==> config.mk <==
export PLATFORM = sky130hd
export DESIGN_NAME = mp64_clkgate_ctrl
export DESIGN_NICKNAME = d
export VERILOG_FILES = /design/src/rtl/mp64_pm_pkg.sv /design/src/rtl/mp64_sat_counter.sv /design/src/rtl/mp64_clkgate_ctrl.sv
export SDC_FILE = /design/constraint.sdc
export NUM_CORES = 1
export LEC_CHECK = 0
export ABC_AREA = 1
export ABC_CLOCK_PERIOD_IN_PS = 3400
export CAP_MARGIN = 20
export CORE_MARGIN = 8
export CORE_UTILIZATION = 55
export CTS_CLUSTER_DIAMETER = 50
export DETAILED_ROUTE_END_ITERATION = 10
export PLACE_DENSITY = 0.9
export SETUP_SLACK_MARGIN = 0.3
export SLEW_MARGIN = 25
export SYNTH_ARGS = -nofsm -noshare
export SYNTH_HDL_FRONTEND = slang
export SYNTH_SLANG_ARGS = --single-unit
==> constraint.sdc <==
create_clock -name clk -period 3.4 [get_ports clk]
set_input_delay 0.68 -clock clk [delete_from_list [all_inputs] [get_ports clk]]
set_output_delay 0.68 -clock clk [all_outputs]
set_load 0.05 [all_outputs]
==> src/rtl/mp64_pm_pkg.sv <==
// Shared power-management definitions: FSM state encoding and default widths
// for the clock-gate controller.
package mp64_pm_pkg;

  localparam logic [1:0] ST_RUN   = 2'd0;
  localparam logic [1:0] ST_DRAIN = 2'd1;
  localparam logic [1:0] ST_GATED = 2'd2;
  localparam logic [1:0] ST_WAKE  = 2'd3;

  localparam int IDLE_W_DEF = 16;
  localparam int STAT_W_DEF = 32;

endpackage

==> src/rtl/mp64_sat_counter.sv <==
// Up-counter that sticks at all-ones; clr has priority over inc.
module mp64_sat_counter #(
  parameter int W = 16
) (
  input  logic         clk,
  input  logic         rst,
  input  logic         clr,
  input  logic         inc,
  output logic [W-1:0] q
);

  always_ff @(posedge clk or posedge rst) begin
    if (rst) begin
      q <= '0;
    end else if (clr) begin
      q <= '0;
    end else if (inc && !(&q)) begin
      q <= q + 1'b1;
    end
  end

endmodule

==> src/rtl/mp64_clkgate_ctrl.sv <==
// Drives the enable of one mp64_clkgate: gates the domain clock after an idle
// drain period and restarts it on wake requests, with a settle delay.
module mp64_clkgate_ctrl
  import mp64_pm_pkg::*;
#(
  parameter int IDLE_W    = IDLE_W_DEF,
  parameter int DRAIN_CYC = 4,
  parameter int WAKE_CYC  = 2,
  parameter int STAT_W    = STAT_W_DEF
) (
  input  logic              clk,
  input  logic              rst,
  input  logic              idle,
  input  logic              sleep_req,
  input  logic              wake_req,
  input  logic              cfg_auto,
  input  logic [IDLE_W-1:0] cfg_idle_thresh,
  input  logic              stat_clr,
  output logic              gate_en,
  output logic              gated,
  output logic              wake_ack,
  output logic [1:0]        state,
  output logic [STAT_W-1:0] gated_cycles
);

  localparam logic [7:0] DRAIN_LOAD = 8'(DRAIN_CYC - 1);
  localparam logic [7:0] WAKE_LOAD  = 8'(WAKE_CYC - 1);

  logic [IDLE_W-1:0] icnt;
  logic [IDLE_W:0]   icnt_p1;
  logic              auto_hit;
  logic [7:0]        cnt;
  logic [7:0]        cnt_nxt;
  logic [1:0]        state_nxt;
  logic              ack_nxt;

  mp64_sat_counter #(.W(IDLE_W)) u_icnt (
    .clk (clk),
    .rst (rst),
    .clr ((state != ST_RUN) || !idle || !cfg_auto),
    .inc (1'b1),
    .q   (icnt)
  );

  mp64_sat_counter #(.W(STAT_W)) u_gated_cycles (
    .clk (clk),
    .rst (rst),
    .clr (stat_clr),
    .inc (state == ST_GATED),
    .q   (gated_cycles)
  );

  // One bit wider so a saturated icnt still compares correctly.
  assign icnt_p1  = {1'b0, icnt} + {{IDLE_W{1'b0}}, 1'b1};
  assign auto_hit = cfg_auto && (cfg_idle_thresh != '0) &&
                    (icnt_p1 >= {1'b0, cfg_idle_thresh});

  // A single down-counter times both the drain and the wake settle phases.
  always_comb begin
    state_nxt = state;
    cnt_nxt   = cnt;
    ack_nxt   = 1'b0;
    case (state)
      ST_RUN: begin
        if (!wake_req && idle && (sleep_req || auto_hit)) begin
          state_nxt = ST_DRAIN;
          cnt_nxt   = DRAIN_LOAD;
        end
      end
      ST_DRAIN: begin
        if (!idle || wake_req) begin
          state_nxt = ST_RUN;
          cnt_nxt   = '0;
        end else if (cnt == '0) begin
          state_nxt = ST_GATED;
        end else begin
          cnt_nxt = cnt - 8'd1;
        end
      end
      ST_GATED: begin
        if (wake_req) begin
          state_nxt = ST_WAKE;
          cnt_nxt   = WAKE_LOAD;
        end
      end
      ST_WAKE: begin
        if (cnt == '0) begin
          state_nxt = ST_RUN;
          ack_nxt   = 1'b1;
        end else begin
          cnt_nxt = cnt - 8'd1;
        end
      end
      default: state_nxt = ST_RUN;
    endcase
  end

  always_ff @(posedge clk or posedge rst) begin
    if (rst) begin
      state    <= ST_RUN;
      cnt      <= '0;
      gate_en  <= 1'b1;
      gated    <= 1'b0;
      wake_ack <= 1'b0;
    end else begin
      state    <= state_nxt;
      cnt      <= cnt_nxt;
      gate_en  <= (state_nxt != ST_GATED);
      gated    <= (state_nxt == ST_GATED);
      wake_ack <= ack_nxt;
    end
  end

endmodule

==> summary.txt <==
outcome = completed
number of vias per cell = 5.529
Finished Cell Area = 5125 um^2
vias in the first global route = 4007
Clock Path Buffers = 2
most common cell after layout, fill and taps aside = nand2_1
M2 GR Usage = 36.96%
row count = 31
Worst EP arrival = 3.26 ns
crit path launch type = flop
Die Span X = 102.9 um
gr busiest metal = met2
Slew HR = 42.47%
Final setup viols = 0
Critical Path RT = 3.68 ns
total CTS buffers = 9
YS warnings = 0
Final Cycle Share = 87.74%
gr ovfl total = 0
drt pass-1 iters = 5
first-pass GRT wire length = 17640 um
met3 GRT Util = 5.537%
post-synthesis sequential area ratio = 36.81%
Antenna Cells = 0
most frequent cells in the layout = nand2_1, inv_1, nor2_1
CTS tree = yes
DR vias = 4075
Mapped Area = 4150 um^2
clk root buf = clkbuf_8
Worst Setup End Kind = flop
ys async rst share = 100.0%
post-synth cell types = 39
cell taking the most area after synthesis = dfrtp_1
Synth Flop Type = dfrtp_1
Port Buf Inserts = 59
Syn Nets = 601
Post-synth EDFFs = 0
Slew Viols, Final = 0
hpwl dp = 8359 um
critical path class = flop to flop
initial antenna violation count = 0
Antenna Nets Post-Route = 0
Critical Path Fanout Max = 8
Max Clk Rate = 335.2 MHz
Iter 0 DRT Violations = 297
Worst-Margin Slew = 0.8551 ns
Layout area overhead = 23.49%
setup TNS = 0 ns
nets = 676
PwrDens = 439.9 nW/um^2
Top-Level Pins = 60
Synth area leaders = dfrtp_1, nand2_1, inv_1, ha_1, nor2_1
P_leak = 0.002483 uW
H-tree lvl count = 3
Avg Cell Area, Syn = 7.438 um^2
gr usage total = 20.82%
routed wire length per instance = 14.90 um
Core Box Area = 7292 um^2
top cell type's share of synthesized area = 36.18%
ratio of cells with drive above 1 in the final layout = 11.29%
CTS clock-pin slew for the worst setup and hold paths = 0.07 ns
MaxCap Viol Count = 0
pin count of the biggest net entering global routing = 26
worst min path class = flop to flop
RSZ-0062 raised after global routing = true
Starting Density = 56.91%
Setup Skew = 0.009756 ns
RePlAce Congestion = 0.9323
Die H = 102.9 um
Hold Vio Cnt, Final = 0
Post-Route WL = 10980 um
synthesized instance count = 558
number of synthesized register bits = 61
clock latency at the later pin of the worst-skew pair = 0.35 ns
GRT met1 Usage = 23.35%
post-route DRC violation count = 0
maximum vdd drop = 544.6 uV
clock sinks = 61
Tmin final = 2.983 ns
die area = 10580 um^2
DP Area = 4876 um^2
## state kept, by name, indices dropped and copies added (netlist names)
register and flops:
u_gated_cycles.q 32, u_icnt.q 16, cnt 8, state 2
gate_en 1, gated 1, wake_ack 1
## power by group
part / internal [uW] / switching (uW) / total (uW)
Sequential: 808 / 86.9 / 895
Combinational: 279 / 489 / 769
Clock: 285 / 306 / 592
Total: 1370 / 882 / 2250
## worst paths after layout
path | from | end | slack [ns] | cells past startpoint
max | u_icnt.q[1] | cnt[3] | 0.42 | 23
min | cnt[0] | cnt[0] | 0.50 | 2
max reg2reg | u_icnt.q[1] | cnt[3] | 0.42 | 23
min reg2reg | cnt[0] | cnt[0] | 0.50 | 2
max in group asynchronous | rst | u_icnt.q[0] | 2.10 | 3
min in group asynchronous | rst | u_gated_cycles.q[13] | 0.62 | 2
## worst max-delay path: stages (launching register included)
cell,delay (ns)
dfrtp_1,0.44
ha_4,0.18
nand2_2,0.07
nor2_4,0.14
nand2_4,0.09
nor2_8,0.14
nand3_2,0.10
nor3_2,0.14
xnor2_1,0.15
inv_1,0.10
ha_1,0.30
nand2_1,0.07
inv_1,0.03
o21ai_0,0.19
nand3b_1,0.13
nor2_1,0.10
nand2_1,0.06
nand2_1,0.06
nand2_1,0.06
nand2_2,0.07
nand2_4,0.07
nand2_4,0.11
nand2_1,0.07
nand2_1,0.06
## timing repair
| action | in CTS | in global routing |
|---|---|---|
| hold buffers | 0 | 0 |
| resized for setup | 0 | 6 |
| endpoints found under the hold margin | 0 | 0 |
| endpoints found under the setup margin | 0 | 11 |
| setup buffers | 0 | 6 |
## cells by family (layout without fill, tap and decap cells)
family / count (synthesis) / after routing / synth area share (%)
fa+ha+maj: 20 / 20 / 6.030
flops: 61 / 61 / 36.81
compound gates: 49 / 49 / 6.572
buf+inv: 86 / 166 / 8.019
simple gates: 314 / 314 / 36.48
xor+xnor: 28 / 28 / 6.090
## Yosys cell counts, drive strengths merged, types with 9 or more instances
cell type	number
nor3	22
xnor2	9
xor2	19
nand3	33
nand2	163
o21ai	19
nor2	70
inv	79
nand4	13
a21oi	18
dfrtp	60
ha	20
## layout make-up
class | count | area, um^2
tap | 99 | 123.9
sequential | 61 | 1529
inverter | 79 | 299.0
fill | 558 | 2167
timing repair buffer | 71 | 680.7
clock buffer | 11 | 141.4
clock inverter | 5 | 36.28
multi-input combinational | 411 | 2315
## per-layer routing
metal / vias to the layer above / wire, um
met1: 1928 / 4319
met4: 0 / 272
li1: 1942 / -
met2: 169 / 5605
met3: 36 / 783
met5: - / 0
## per-stage QoR
step           hold slack [ns]  utilization (%)  worst slack (ns)  total power (uW)  std cells
2_1_floorplan           0.4419                -            0.7539              1450        558
3_3_place_gp            0.4618            66.87            0.6175              1623        715
3_5_place_dp            0.4987            66.87            0.4054              1660        715
4_1_cts                 0.5163            69.30            0.3773              2246        731
5_1_grt                 0.5413            70.28            0.2319              2389        737
6_report                0.5030            70.28            0.4169              2255        737
Note: power is estimated with default switching activity, not from simulation.
